==> config.mk <==
export PLATFORM = sky130hd
export DESIGN_NAME = mem_cmd_decoder
export DESIGN_NICKNAME = d
export VERILOG_FILES = /design/src/rtl/mem_cmd_decoder.sv
export SDC_FILE = /design/constraint.sdc
export NUM_CORES = 1
export LEC_CHECK = 0
export ABC_AREA = 1
export CAP_MARGIN = 25
export CORE_UTILIZATION = 25
export CTS_CLUSTER_DIAMETER = 60
export DETAILED_ROUTE_END_ITERATION = 8
export DONT_BUFFER_PORTS = 1
export HOLD_SLACK_MARGIN = 0.12
export SLEW_MARGIN = 5
export SYNTH_ARGS = -nofsm -noshare
export SYNTH_HDL_FRONTEND = slang
export SYNTH_SLANG_ARGS = --single-unit
==> constraint.sdc <==
create_clock -name clk -period 2.9 [get_ports clk]
set_clock_uncertainty 0.2 [all_clocks]
set_input_delay 0.58 -clock clk [delete_from_list [all_inputs] [get_ports clk]]
set_output_delay 0.58 -clock clk [all_outputs]
set_load 0.1 [all_outputs]
==> src/rtl/mem_cmd_decoder.sv <==
// DDR4-style command/address decoder: registered command/power pulses, CKE power-state tracking,
// open-bank and MPR tracking, protocol-violation flagging. Define MEM_CMD_DECODER_DPD_EN for deep power-down.
module mem_cmd_decoder #(
    parameter int BG_WIDTH   = 2,
    parameter int BA_WIDTH   = 2,
    parameter int ADDR_WIDTH = 17,
    parameter int COL_WIDTH  = 10
) (
    input  logic                                  clk,
    input  logic                                  rst,
    input  logic                                  cke,
    input  logic                                  cs_n,
    input  logic                                  act_n,
    input  logic [BG_WIDTH-1:0]                   bg,
    input  logic [BA_WIDTH-1:0]                   ba,
    input  logic [ADDR_WIDTH-1:0]                 addr,
    output logic                                  ACT,
    output logic                                  RD,
    output logic                                  RDA,
    output logic                                  WR,
    output logic                                  WRA,
    output logic                                  PR,
    output logic                                  PRA,
    output logic                                  REF,
    output logic                                  MRW,
    output logic                                  MRR,
    output logic                                  CFG,
    output logic                                  BST,
    output logic                                  PD,
    output logic                                  PDX,
    output logic                                  SRF,
    output logic                                  CKEL,
    output logic                                  CKEH,
    output logic                                  DPD,
    output logic                                  DPDX,
    output logic [BG_WIDTH+BA_WIDTH-1:0]          bank_id,
    output logic [ADDR_WIDTH-1:0]                 row,
    output logic [COL_WIDTH-1:0]                  col,
    output logic [2**(BG_WIDTH+BA_WIDTH)-1:0]     open_banks,
    output logic                                  mpr_mode,
    output logic                                  err,
    output logic [7:0]                            err_cnt
);

    localparam int BANK_W    = BG_WIDTH + BA_WIDTH;
    localparam int NUM_BANKS = 2**BANK_W;

    typedef enum logic [1:0] {P_ON, P_PD, P_SR, P_DPD} pwr_t;

    // {A16,A15,A14} when act_n=1
    typedef enum logic [2:0] {
        E_MRW = 3'b000, E_REF = 3'b001, E_PR  = 3'b010, E_BST = 3'b011,
        E_WR  = 3'b100, E_RD  = 3'b101, E_CFG = 3'b110, E_NOP = 3'b111
    } enc_t;

    typedef struct packed {
        logic act, rd, rda, wr, wra, pr, pra, refresh, mrw, mrr, cfg, bst;
        logic pd, pdx, srf, ckel, ckeh, dpd, dpdx;
    } pulse_t;

    pwr_t                  pwr_q, pwr_d;
    logic                  cke_q;
    pulse_t                pulse_q, pulse_d;
    logic [BANK_W-1:0]     bank_id_d;
    logic [ADDR_WIDTH-1:0] row_d;
    logic [COL_WIDTH-1:0]  col_d;
    logic [NUM_BANKS-1:0]  open_d;
    logic                  mpr_d;
    logic                  err_d;

    logic                  fall, rise, cmd_valid, a10, is_nop, is_ref;
    logic [BANK_W-1:0]     bank_sel;
    enc_t                  enc;

    assign fall      = cke_q & ~cke;
    assign rise      = ~cke_q & cke;
    assign cmd_valid = cke_q & cke & ~cs_n & (pwr_q == P_ON);
    assign enc       = enc_t'(addr[ADDR_WIDTH-1 -: 3]);
    assign a10       = addr[10];
    assign bank_sel  = {bg, ba};
    assign is_nop    = cs_n | (act_n & (enc == E_NOP));
    assign is_ref    = ~cs_n & act_n & (enc == E_REF);

    // NOTE: every signal written here gets a default first, so no path can leave it unassigned and infer a latch.
    always_comb begin
        pwr_d     = pwr_q;
        pulse_d   = '0;
        bank_id_d = bank_id;
        row_d     = row;
        col_d     = col;
        open_d    = open_banks;
        mpr_d     = mpr_mode;
        err_d     = 1'b0;

        pulse_d.ckel = fall;
        pulse_d.ckeh = rise;

        if (fall && pwr_q == P_ON) begin
            // The command sampled with the falling CKE is never executed; only its encoding matters.
            if (is_ref && open_banks == '0) begin
                pulse_d.srf = 1'b1;
                pwr_d       = P_SR;
            end
`ifdef MEM_CMD_DECODER_DPD_EN
            else if (!cs_n && act_n && enc == E_CFG) begin
                pulse_d.dpd = 1'b1;
                pwr_d       = P_DPD;
            end
`endif
            else begin
                pulse_d.pd = 1'b1;
                pwr_d      = P_PD;
                err_d      = ~is_nop;
            end
        end else if (rise) begin
            case (pwr_q)
                P_PD:  pulse_d.pdx = 1'b1;
                P_DPD: begin
`ifdef MEM_CMD_DECODER_DPD_EN
                    pulse_d.dpdx = 1'b1;
                    open_d       = '0;
                    mpr_d        = 1'b0;
`endif
                end
                default: ;
            endcase
            pwr_d = P_ON;
        end else if (cmd_valid) begin
            if (!act_n) begin
                pulse_d.act       = 1'b1;
                err_d             = open_banks[bank_sel];
                open_d[bank_sel]  = 1'b1;
                bank_id_d         = bank_sel;
                row_d             = addr;
            end else begin
                case (enc)
                    E_MRW: begin
                        pulse_d.mrw = 1'b1;
                        if (bg == '0 && ba == BA_WIDTH'(3))
                            mpr_d = addr[2];
                    end
                    E_REF: begin
                        pulse_d.refresh = 1'b1;
                        err_d           = (open_banks != '0);
                    end
                    E_PR: begin
                        if (a10) begin
                            pulse_d.pra = 1'b1;
                            open_d      = '0;
                        end else begin
                            pulse_d.pr       = 1'b1;
                            open_d[bank_sel] = 1'b0;
                            bank_id_d        = bank_sel;
                        end
                    end
                    E_BST: pulse_d.bst = 1'b1;
                    E_CFG: pulse_d.cfg = 1'b1;
                    E_NOP: ;
                    E_WR, E_RD: begin
                        if (enc == E_RD && mpr_mode) begin
                            pulse_d.mrr = 1'b1;
                        end else begin
                            pulse_d.rd  = (enc == E_RD) & ~a10;
                            pulse_d.rda = (enc == E_RD) &  a10;
                            pulse_d.wr  = (enc == E_WR) & ~a10;
                            pulse_d.wra = (enc == E_WR) &  a10;
                            err_d       = ~open_banks[bank_sel];
                            bank_id_d   = bank_sel;
                            col_d       = addr[COL_WIDTH-1:0];
                            if (a10)
                                open_d[bank_sel] = 1'b0;
                        end
                    end
                endcase
            end
        end
    end

    // NOTE: sequential state uses non-blocking assignments so every register samples pre-edge values.
    always_ff @(posedge clk or posedge rst) begin
        if (rst) begin
            pwr_q      <= P_ON;
            cke_q      <= 1'b1;
            pulse_q    <= '0;
            bank_id    <= '0;
            row        <= '0;
            col        <= '0;
            open_banks <= '0;
            mpr_mode   <= 1'b0;
            err        <= 1'b0;
            err_cnt    <= '0;
        end else begin
            pwr_q      <= pwr_d;
            cke_q      <= cke;
            pulse_q    <= pulse_d;
            bank_id    <= bank_id_d;
            row        <= row_d;
            col        <= col_d;
            open_banks <= open_d;
            mpr_mode   <= mpr_d;
            err        <= err_d;
            if (err_d && err_cnt != 8'hFF)
                err_cnt <= err_cnt + 8'd1;
        end
    end

    assign ACT  = pulse_q.act;
    assign RD   = pulse_q.rd;
    assign RDA  = pulse_q.rda;
    assign WR   = pulse_q.wr;
    assign WRA  = pulse_q.wra;
    assign PR   = pulse_q.pr;
    assign PRA  = pulse_q.pra;
    assign REF  = pulse_q.refresh;
    assign MRW  = pulse_q.mrw;
    assign MRR  = pulse_q.mrr;
    assign CFG  = pulse_q.cfg;
    assign BST  = pulse_q.bst;
    assign PD   = pulse_q.pd;
    assign PDX  = pulse_q.pdx;
    assign SRF  = pulse_q.srf;
    assign CKEL = pulse_q.ckel;
    assign CKEH = pulse_q.ckeh;
    assign DPD  = pulse_q.dpd;
    assign DPDX = pulse_q.dpdx;

endmodule
==> flow_summary.yaml <==
yosys:
  synth_top_family_by_area: "simple AND/OR/NAND/NOR gates"
  ys.flop_type: "dfrtp_1"
  synth_area_per_cell_um2: 8.58
  synth_seq_cells: 77
  yosysSeqAreaShare_pct: 52.6
  synth_most_common_cell: "nand2_1"
  synth.top_cell.area_share_pct: 51.9
  yosysWarnings: 0
  syn_area_um2: 3660
  synth_fa_ha_area_share_pct: 0.342
  synth_top_area_cell: "dfrtp_1"
  synth-simple-area-share_pct: 26.9
  ys_top_cells_by_count: "nand2_1 (124), dfrtp_1 (76), inv_1 (51)"
  synthArstFlopShare_pct: 100
  synth-compound-area-share_pct: 10.7
  ys_types: 36
  synth_cells: 427
  yosys-mux-area-fraction_pct: 0
  synthXorXnorAreaFrac_pct: 1.43
  synth_edf_count: 0
  synth_area_leaders: "dfrtp_1 (52%), nand2_1 (13%), inv_1 (5.2%), o21ai_0 (4.9%), nand3_1 (2.5%)"
sta:
  period_needed_ns: 2.15
  rsz0062_at_grt: "no"
  slew_violations: 0
  final-setup-viol-count: 0
  min_period_over_period_pct: 74.2
  setup_ws_ns: 0.748
  fmax_mhz: 465
  worst_pin_slew_ns: 0.952
  fin_setup_tns_ns: 0
  relSlewSlack_pct: 36.5
  hold_viol: 0
grt:
  grt_pass1_vias: 2757
  grtUsageTotal_pct: 13.4
  grt_max_degree: 33
  antenna_found_initial: 0
  grt-ovfl-total: 0
  grt_pass1_wl_mm: 15.2
layout:
  synthToLayoutAreaGrowth_pct: 21.1
  drive_above_1_share_pct: 19.4
  diodes: 0
  fin_nets: 492
  final_core_util_pct: 31.5
detailed_routing:
  num_vias: 2899
  routedWlPerCell_um: 15.1
  drt_wl_total_mm: 9.83
  route.antenna.remaining_nets: 0
  dr.pass1.iters: 6
  via_per_inst: 4.46
  drt-initial-drc-count: 144
  drc: 0
cts:
  cts_inserted_buffers: 9
  clockBufferDepth: 2
  insertion_delay_ns: 0.33
  cts_root_buf: "clkbuf_16"
  clkTransAtPathRegs_ns: 0.06
  cts_tree: "built"
  cts_max_level: 3
  cts.sinks: 77
critical_path:
  worstSetupEndpointType: "flip-flop"
  cpMaxStageDelayCell: "dfstp_2"
  crit_required_ns: 2.88
  path_cells: "nand4_4, inv_1, nand3_2, nor2_4, a22oi_1"
  critical_path_class: "reg2reg"
  cp_max_fo: 16
  slowest_delay_ns: 0.55
  critPathLaunchType: "flip-flop"
  crit_arrival_ns: 2.13
placement:
  post-dp-hpwl_mm: 7.43
  pre_cts_slack_ns: 0.506
  gp_congestion: 0.884
  numPortBuffers: 0
pwr:
  ir_worst_vdd_v: 0.000587
  power.leakage_nw: 2.24
  powerDensity_nw_per_um2: 1100
floorplanning:
  coreArea_um2: 14100
  start_util_pct: 26.0
  die_w_um: 123
  die_area_um2: 15100
  die_h_um: 123
  ioPinCount: 102
  fp-row-count: 43
flow_run:
  drv_cap: 0
min_path:
  hold_class: "in2reg"
outcome:
  outcome: "complete, no violations"
layout make-up:
class	count	area, um^2
Multi-Input combinational cell	281	1450
Clock inverter	5	85.1
Timing Repair Buffer	38	298
Sequential cell	77	1930
Fill cell	1489	9660
Clock buffer	11	233
Inverter	58	219
Tap cell	180	225
report_power, final:
part | total (W) | internal (W) | switching [W]
Clock | 0.00120 | 0.000757 | 0.000440
Sequential | 0.00231 | 0.00127 | 0.00104
Combinational | 0.00136 | 0.000307 | 0.00106
metrics by stage:
step	total power, W	instance area [um^2]	std cells	hold WS [ns]
after floorplan	0.00338	3670	428	0.285
after global placement	0.00368	4070	629	0.303
after detailed placement	0.00370	4070	629	0.309
after CTS	0.00491	4440	650	0.127
after global routing	0.00507	4440	650	0.130
final	0.00487	4440	650	0.138
timing repair:
action,in CTS,in global routing
buffers inserted,0,0
hold buffers,5,0
gates resized for setup,0,0
hold endpoints to repair,28,0
worst max-delay path: cells and delay by family, from the launching register on:
kind / cells / cell delay (ns)
buf+inv: 1 / 0.15
compound gates: 1 / 0.19
simple gates: 3 / 0.92
flops: 1 / 0.55
cells in the final DEF, fill, tap and decap left out, drive strengths merged, types with 2 or more instances in the layout:
cell type | Yosys | layout
nand2 | 138 | 138
dfrtp | 76 | 76
inv | 58 | 57
o21ai | 47 | 47
buf | 6 | 33
nor2 | 31 | 31
nand3 | 25 | 25
a21boi | 11 | 11
clkbuf | 6 | 11
nand4 | 6 | 6
dlygate4sd3 | 0 | 5
a22oi | 5 | 5
xor2 | 3 | 3
xnor2 | 3 | 3
nor3 | 3 | 3
nor4 | 3 | 3
clkinv | 0 | 3
conb | 1 | 2
bufinv | 0 | 2
state kept, by name, indices dropped and copies added (netlist names), 2 cells and up:
register,count
bank_id,4
err_cnt,8
pwr_q,2
col,10
row,17
open_banks,16
routing by layer:
| metal | vias up | global-route usage, % | routed length [um] |
|---|---|---|---|
| met1 | 1377 | 17.3 | 4400 |
| li1 | 1427 | - | - |
| met5 | - | 0 | 0 |
| met4 | 0 | 3.92 | 118 |
| met2 | 84 | 21.2 | 4530 |
| met3 | 11 | 4.66 | 778 |
cell families (layout without fill, tap and decap cells):
family,Yosys count,count (layout)
AND/OR/NAND/NOR,206,206
AO/OA/AOI/OAI,66,66
buffers and inverters,70,112
flip-flops,77,77
adder cells (fa/ha/maj),1,1
XOR/XNOR,6,6
other,1,2
final timing paths:
| kind | from | endpoint | slack, ns | cells after the start |
|---|---|---|---|---|
| max | cke_q | open_banks[5] | 0.75 | 5 |
| min | cke | CKEL | 0.14 | 1 |
| min reg2reg | pwr_q[1] | PDX | 0.32 | 1 |
| max in group asynchronous | rst | cke_q | 1.30 | 3 |
| max reg2reg | cke_q | open_banks[5] | 0.75 | 5 |
| min in group asynchronous | rst | err_cnt[6] | 0.52 | 2 |
Power figures use the tool's default switching activity.
